[config.mk]
export PLATFORM = sky130hd
export DESIGN_NAME = i2c_reg_ctrl
export DESIGN_NICKNAME = d
export VERILOG_FILES = /design/src/rtl/i2c_reg_ctrl.sv
export SDC_FILE = /design/constraint.sdc
export NUM_CORES = 1
export LEC_CHECK = 0
export CAP_MARGIN = 10
export CORE_UTILIZATION = 55
export CTS_BUF_LIST = sky130_fd_sc_hd__clkbuf_2
export DETAILED_ROUTE_END_ITERATION = 16
export DONT_BUFFER_PORTS = 1
export GPL_TIMING_DRIVEN = 0
export PLACE_DENSITY_LB_ADDON = 0.3
export RECOVER_POWER = 50
export SYNTH_ARGS = -nofsm -noshare
export SYNTH_HDL_FRONTEND = slang
export SYNTH_SLANG_ARGS = --single-unit
[constraint.sdc]
create_clock -name Clk -period 2.8 [get_ports Clk]
set_input_delay 0.56 -clock Clk [delete_from_list [all_inputs] [get_ports Clk]]
set_output_delay 0.56 -clock Clk [all_outputs]
set_load 0.005 [all_outputs]
[src/rtl/i2c_reg_ctrl.sv]
// Register-level I2C master sequencer: turns a single-byte register write/read
// request into the ordered Cmd/Go/Tx_DATA steps executed by i2c_bit_shifter.
module i2c_reg_ctrl #(
    parameter logic [6:0] DEV_ADDR = 7'h50
) (
    input  logic       Clk,
    input  logic       Rst_n,
    input  logic       wrreg_req,
    input  logic       rdreg_req,
    input  logic [7:0] addr,
    input  logic [7:0] wrdata,
    output logic [7:0] rddata,
    output logic       RW_Done,
    output logic       err,
    output logic       busy,
    output logic [5:0] Cmd,
    output logic       Go,
    output logic [7:0] Tx_DATA,
    input  logic [7:0] Rx_DATA,
    input  logic       Trans_Done,
    input  logic       ack_o
);

    localparam logic [5:0] CMD_WR   = 6'h01;
    localparam logic [5:0] CMD_STA  = 6'h02;
    localparam logic [5:0] CMD_RD   = 6'h04;
    localparam logic [5:0] CMD_STO  = 6'h08;
    localparam logic [5:0] CMD_NACK = 6'h20;

    typedef enum logic [2:0] {
        S_IDLE,
        S_ISSUE,
        S_WAIT,
        S_ABORT,
        S_DONE
    } state_t;

    state_t     r_state;
    state_t     w_next;
    logic [1:0] r_step;
    logic [7:0] r_addr;
    logic [7:0] r_wdata;
    logic       r_is_rd;
    logic       r_abort;
    logic       r_go;
    logic [5:0] r_cmd;
    logic [7:0] r_tx;
    logic [7:0] r_rddata;
    logic       r_err;

    logic [5:0] w_step_cmd;
    logic [7:0] w_step_tx;
    logic       w_last;
    logic       w_accept;
    logic       w_nack;
    logic       w_capture;
    logic       w_advance;

    // Command/byte for the step currently being issued or awaited
    always_comb begin
        w_step_cmd = '0;
        w_step_tx  = '0;
        case ({r_is_rd, r_step})
            3'b000, 3'b100: begin
                w_step_cmd = CMD_STA | CMD_WR;
                w_step_tx  = {DEV_ADDR, 1'b0};
            end
            3'b001, 3'b101: begin
                w_step_cmd = CMD_WR;
                w_step_tx  = r_addr;
            end
            3'b010: begin
                w_step_cmd = CMD_WR | CMD_STO;
                w_step_tx  = r_wdata;
            end
            3'b110: begin
                w_step_cmd = CMD_STA | CMD_WR;
                w_step_tx  = {DEV_ADDR, 1'b1};
            end
            3'b111: begin
                w_step_cmd = CMD_RD | CMD_NACK | CMD_STO;
                w_step_tx  = '0;
            end
            default: begin
                w_step_cmd = '0;
                w_step_tx  = '0;
            end
        endcase
    end

    assign w_last = r_is_rd ? (r_step == 2'd3) : (r_step == 2'd2);

    always_comb begin
        w_next    = r_state;
        w_accept  = 1'b0;
        w_nack    = 1'b0;
        w_capture = 1'b0;
        w_advance = 1'b0;
        case (r_state)
            S_IDLE: begin
                if (wrreg_req || rdreg_req) begin
                    w_accept = 1'b1;
                    w_next   = S_ISSUE;
                end
            end
            S_ISSUE: w_next = S_WAIT;
            S_ABORT: w_next = S_WAIT;
            S_WAIT: begin
                if (Trans_Done) begin
                    if (r_abort) begin
                        w_next = S_DONE;
                    end else if (w_step_cmd[0] && ack_o) begin
                        // A NACK on a step that already carries STO ends the bus cleanly
                        w_nack = 1'b1;
                        w_next = w_step_cmd[3] ? S_DONE : S_ABORT;
                    end else if (w_last) begin
                        w_capture = r_is_rd;
                        w_next    = S_DONE;
                    end else begin
                        w_advance = 1'b1;
                        w_next    = S_ISSUE;
                    end
                end
            end
            S_DONE:  w_next = S_IDLE;
            default: w_next = S_IDLE;
        endcase
    end

    always_ff @(posedge Clk or negedge Rst_n) begin
        if (!Rst_n) begin
            r_state  <= S_IDLE;
            r_step   <= '0;
            r_addr   <= '0;
            r_wdata  <= '0;
            r_is_rd  <= 1'b0;
            r_abort  <= 1'b0;
            r_go     <= 1'b0;
            r_cmd    <= '0;
            r_tx     <= '0;
            r_rddata <= '0;
            r_err    <= 1'b0;
        end else begin
            r_state <= w_next;
            r_go    <= (r_state == S_ISSUE) || (r_state == S_ABORT);
            if (r_state == S_ISSUE) begin
                r_cmd <= w_step_cmd;
                r_tx  <= w_step_tx;
            end
            if (r_state == S_ABORT) begin
                r_cmd   <= CMD_STO;
                r_tx    <= '0;
                r_abort <= 1'b1;
            end
            if (w_accept) begin
                r_addr  <= addr;
                r_wdata <= wrdata;
                r_is_rd <= !wrreg_req;
                r_err   <= 1'b0;
                r_step  <= '0;
                r_abort <= 1'b0;
            end
            if (w_nack) begin
                r_err <= 1'b1;
            end
            if (w_capture) begin
                r_rddata <= Rx_DATA;
            end
            if (w_advance) begin
                r_step <= r_step + 2'd1;
            end
        end
    end

    assign rddata  = r_rddata;
    assign RW_Done = (r_state == S_DONE);
    assign err     = r_err;
    assign busy    = (r_state != S_IDLE);
    assign Cmd     = r_cmd;
    assign Go      = r_go;
    assign Tx_DATA = r_tx;

endmodule

==> results.ini <==
[power_and_ir_drop]
peakVddDrop_v = 0.0004686
p_per_area_nw_per_um2 = 1024
p_leak_nw = 0.9824

[setup_path]
worstPathRequired_ns = 3.11
startpoint_type = flop
path_max_fanout = 9
crit_chain = clkbuf_1 > inv_1 > ha_1 > nor2b_4 > buf_6 > o41ai_4 > nand4_4 > mux2_1
r2r-start = r_step[0]
crit_path_end_kind = flop
critPathArrivalTime_ns = 2.86
slowest_stage = dfrtp_1
cpPeakStageDelay_ns = 0.43
startpoint = r_step[0]
timing_worst_setup_path_type = flop to flop

[finish]
nets = 210
final_core_util_pct = 62.74
n_antenna_cell = 0
final_layout_size_suffix_gt1_share_pct = 20.90
syn2layout_area_growth_pct = 5.630

[routing]
drc = 0
via_per_inst = 5.892
detail_route.wl_per_cell_um = 17.13
dr_total_vias = 1314
drt-total-wl_um = 3820
drt_iter0_markers = 92
firstDrtPassIters = 4
ant_nets = 0

[floorplanning]
die-width_um = 62.97
pin_count = 56
core_um2 = 3442
die_height_um = 62.97
start_util_pct = 59.40
row_count = 21
fp.dieArea_um2 = 3965

[synth]
seq_area_frac_synth_pct = 55.08
ys_ff_latch = 45
syn_area_per_cell_um2 = 12.24
synth_edf_count = 0
ys_warn_count = 0
async_flop_share_pct = 100.0
synth_flop_cell = dfrtp_1
synthTopCellsByCount = dfrtp_1 (45), mux2_2 (18), nand2_1 (14)
ys_top_cells_by_area = dfrtp_1 (55%), mux2_2 (9.9%), mux2_1 (3.3%), nand2_1 (2.6%), a21oi_1 (2.4%)
synth_fp_nets = 201
synth_cell_types = 40
synth_top_area_cell = dfrtp_1
syn_inst = 167
synth_most_common_cell = dfrtp_1
syn_area_um2 = 2044
synth_top_area_share_pct = 55.08

[clocking]
cts.sinks = 45
cts_setup_buffers = 0
clk_pin_slew_ns = 0.23
cts_tree = yes
htreeDepth = 2
cts_buffers = 5
clockBufferDepth = 2
clkLatencyLatePin_ns = 0.42
clockRootBuffer = clkbuf_2

[status]
outcome = completed

[sta]
worst_slew_pin_slew_ns = 1.069
hold_viol_final = 0
drv_slew = 0
grt_setup_unrepaired = false
fin_setup_tns_ns = 0
period_needed_ns = 2.556
maxSlewHeadroom_pct = 28.71
setup-violations-final = 0
finalCritPeriodShare_pct = 91.30
finClkSkew_ns = 0.02435
fmax_mhz = 391.2

[grt]
grt_max_degree = 46
antenna_found_initial = 0
grt_pass1_vias = 1388
grt_pass1_wl_um = 6534
overflow = 0
grt_usage_pct = 22.10

[worst_hold_path]
min_path_type = primary input to flop
min_from = wrreg_req

[placement]
port_buffers = 0
gp_congestion = 0.8604
hpwl_um = 2726

[job]
maxCapViolations = 0

==> stage by stage <==
stage | cell area, um2 | setup WS [ns] | instances | total power, mW | hold WS (ns)
2_1_floorplan | 2044 | 0.4475 | 167 | 1.744 | 0.2644
4_1_cts | 2175 | 0.1349 | 223 | 2.226 | 0.1600
5_1_grt | 2160 | 0.06657 | 223 | 2.382 | 0.1682
6_report | 2160 | 0.2436 | 223 | 2.212 | 0.1829
3_3_place_gp | 2102 | 0.2529 | 213 | 1.892 | 0.2652
3_5_place_dp | 2102 | 0.1620 | 213 | 1.945 | 0.2652
==> state kept, by name, summed over array words and instances (netlist names) <==
| name | count |
|---|---|
| r_addr | 8 |
| r_abort | 1 |
| r_wdata | 8 |
| Cmd | 4 |
| r_state | 3 |
| Tx_DATA | 8 |
| err | 1 |
| r_is_rd | 1 |
| rddata | 8 |
| r_step | 2 |
| Go | 1 |
==> placed cells by master (no fill, tap or decap), types with 2 or more instances in the layout <==
| master | n |
|---|---|
| a21o_1 | 2 |
| a21oi_1 | 10 |
| a22oi_1 | 5 |
| and2_1 | 2 |
| buf_4 | 2 |
| buf_6 | 2 |
| clkbuf_1 | 8 |
| clkbuf_2 | 6 |
| dfrtp_1 | 45 |
| ha_1 | 4 |
| inv_1 | 4 |
| mux2_1 | 6 |
| mux2_2 | 18 |
| mux2i_1 | 2 |
| nand2_1 | 14 |
| nand2b_1 | 2 |
| nor2_1 | 4 |
| nor3_1 | 2 |
| nor3b_1 | 2 |
| o21ai_0 | 8 |
| o21ai_1 | 3 |
| o31ai_1 | 3 |
==> path summary, 6_finish.rpt <==
path | cells after the start | to | slack [ns]
setup reg to reg | 8 | rddata[5] | 0.24
min in group asynchronous | 2 | r_addr[2] | 0.83
max in group asynchronous | 2 | r_addr[4] | 1.29
hold / removal | 1 | r_is_rd | 0.18
setup / recovery | 8 | rddata[5] | 0.24
hold reg to reg | 2 | Tx_DATA[2] | 0.54
==> critical path: cells and delay by family, from the launching register on <==
kind            cells  cell delay (ns)
compound gates      1             0.41
fa+ha+maj           1             0.31
buf+inv             3             0.54
flops               1             0.43
mux                 1             0.37
simple gates        2             0.40
==> cell type report <==
class	instances	area, um2
repair buffers	2	15.01
multi-input cells	106	835.8
plain buffers	12	67.56
clock buffers	5	25.02
inverters	4	15.01
fillers	287	1282
flip-flops and latches	45	1126
well taps	46	57.56
clock inverters	3	17.52
==> what timing repair did <==
| action | 4_1_cts | 5_1_grt |
|---|---|---|
| hold buffers | 2 | 0 |
| resized for setup | 0 | 0 |
| hold endpoints to repair | 45 | 0 |
| setup endpoints to repair | 0 | 7 |
==> per-layer routing <==
metal,vias to the layer above,wire [um],share of wire [%],GRT usage (%)
met5,-,0,0,0
met4,0,66,1.7,9.884
met3,6,346,9.1,8.942
met2,52,1791,47,34.41
met1,648,1616,42,26.80
li1,608,-,-,-
==> report_power, final <==
group,switching (mW),internal [mW]
clock network,0.205,0.0591
logic,0.472,0.404
registers,0.177,0.896
total,0.853,1.36
==> kinds of logic after synthesis <==
family / synth area share (%)
AOI/OAI and AO/OA: 13.83
other: 0.1834
xor gates and xnor gates: 0.4285
DFF: 55.08
and+or+nand+nor: 9.792
muxes: 14.20
buffers and inverters: 4.039
adders and majority gates: 2.448
No activity file was read; power rests on OpenSTA's default activity.
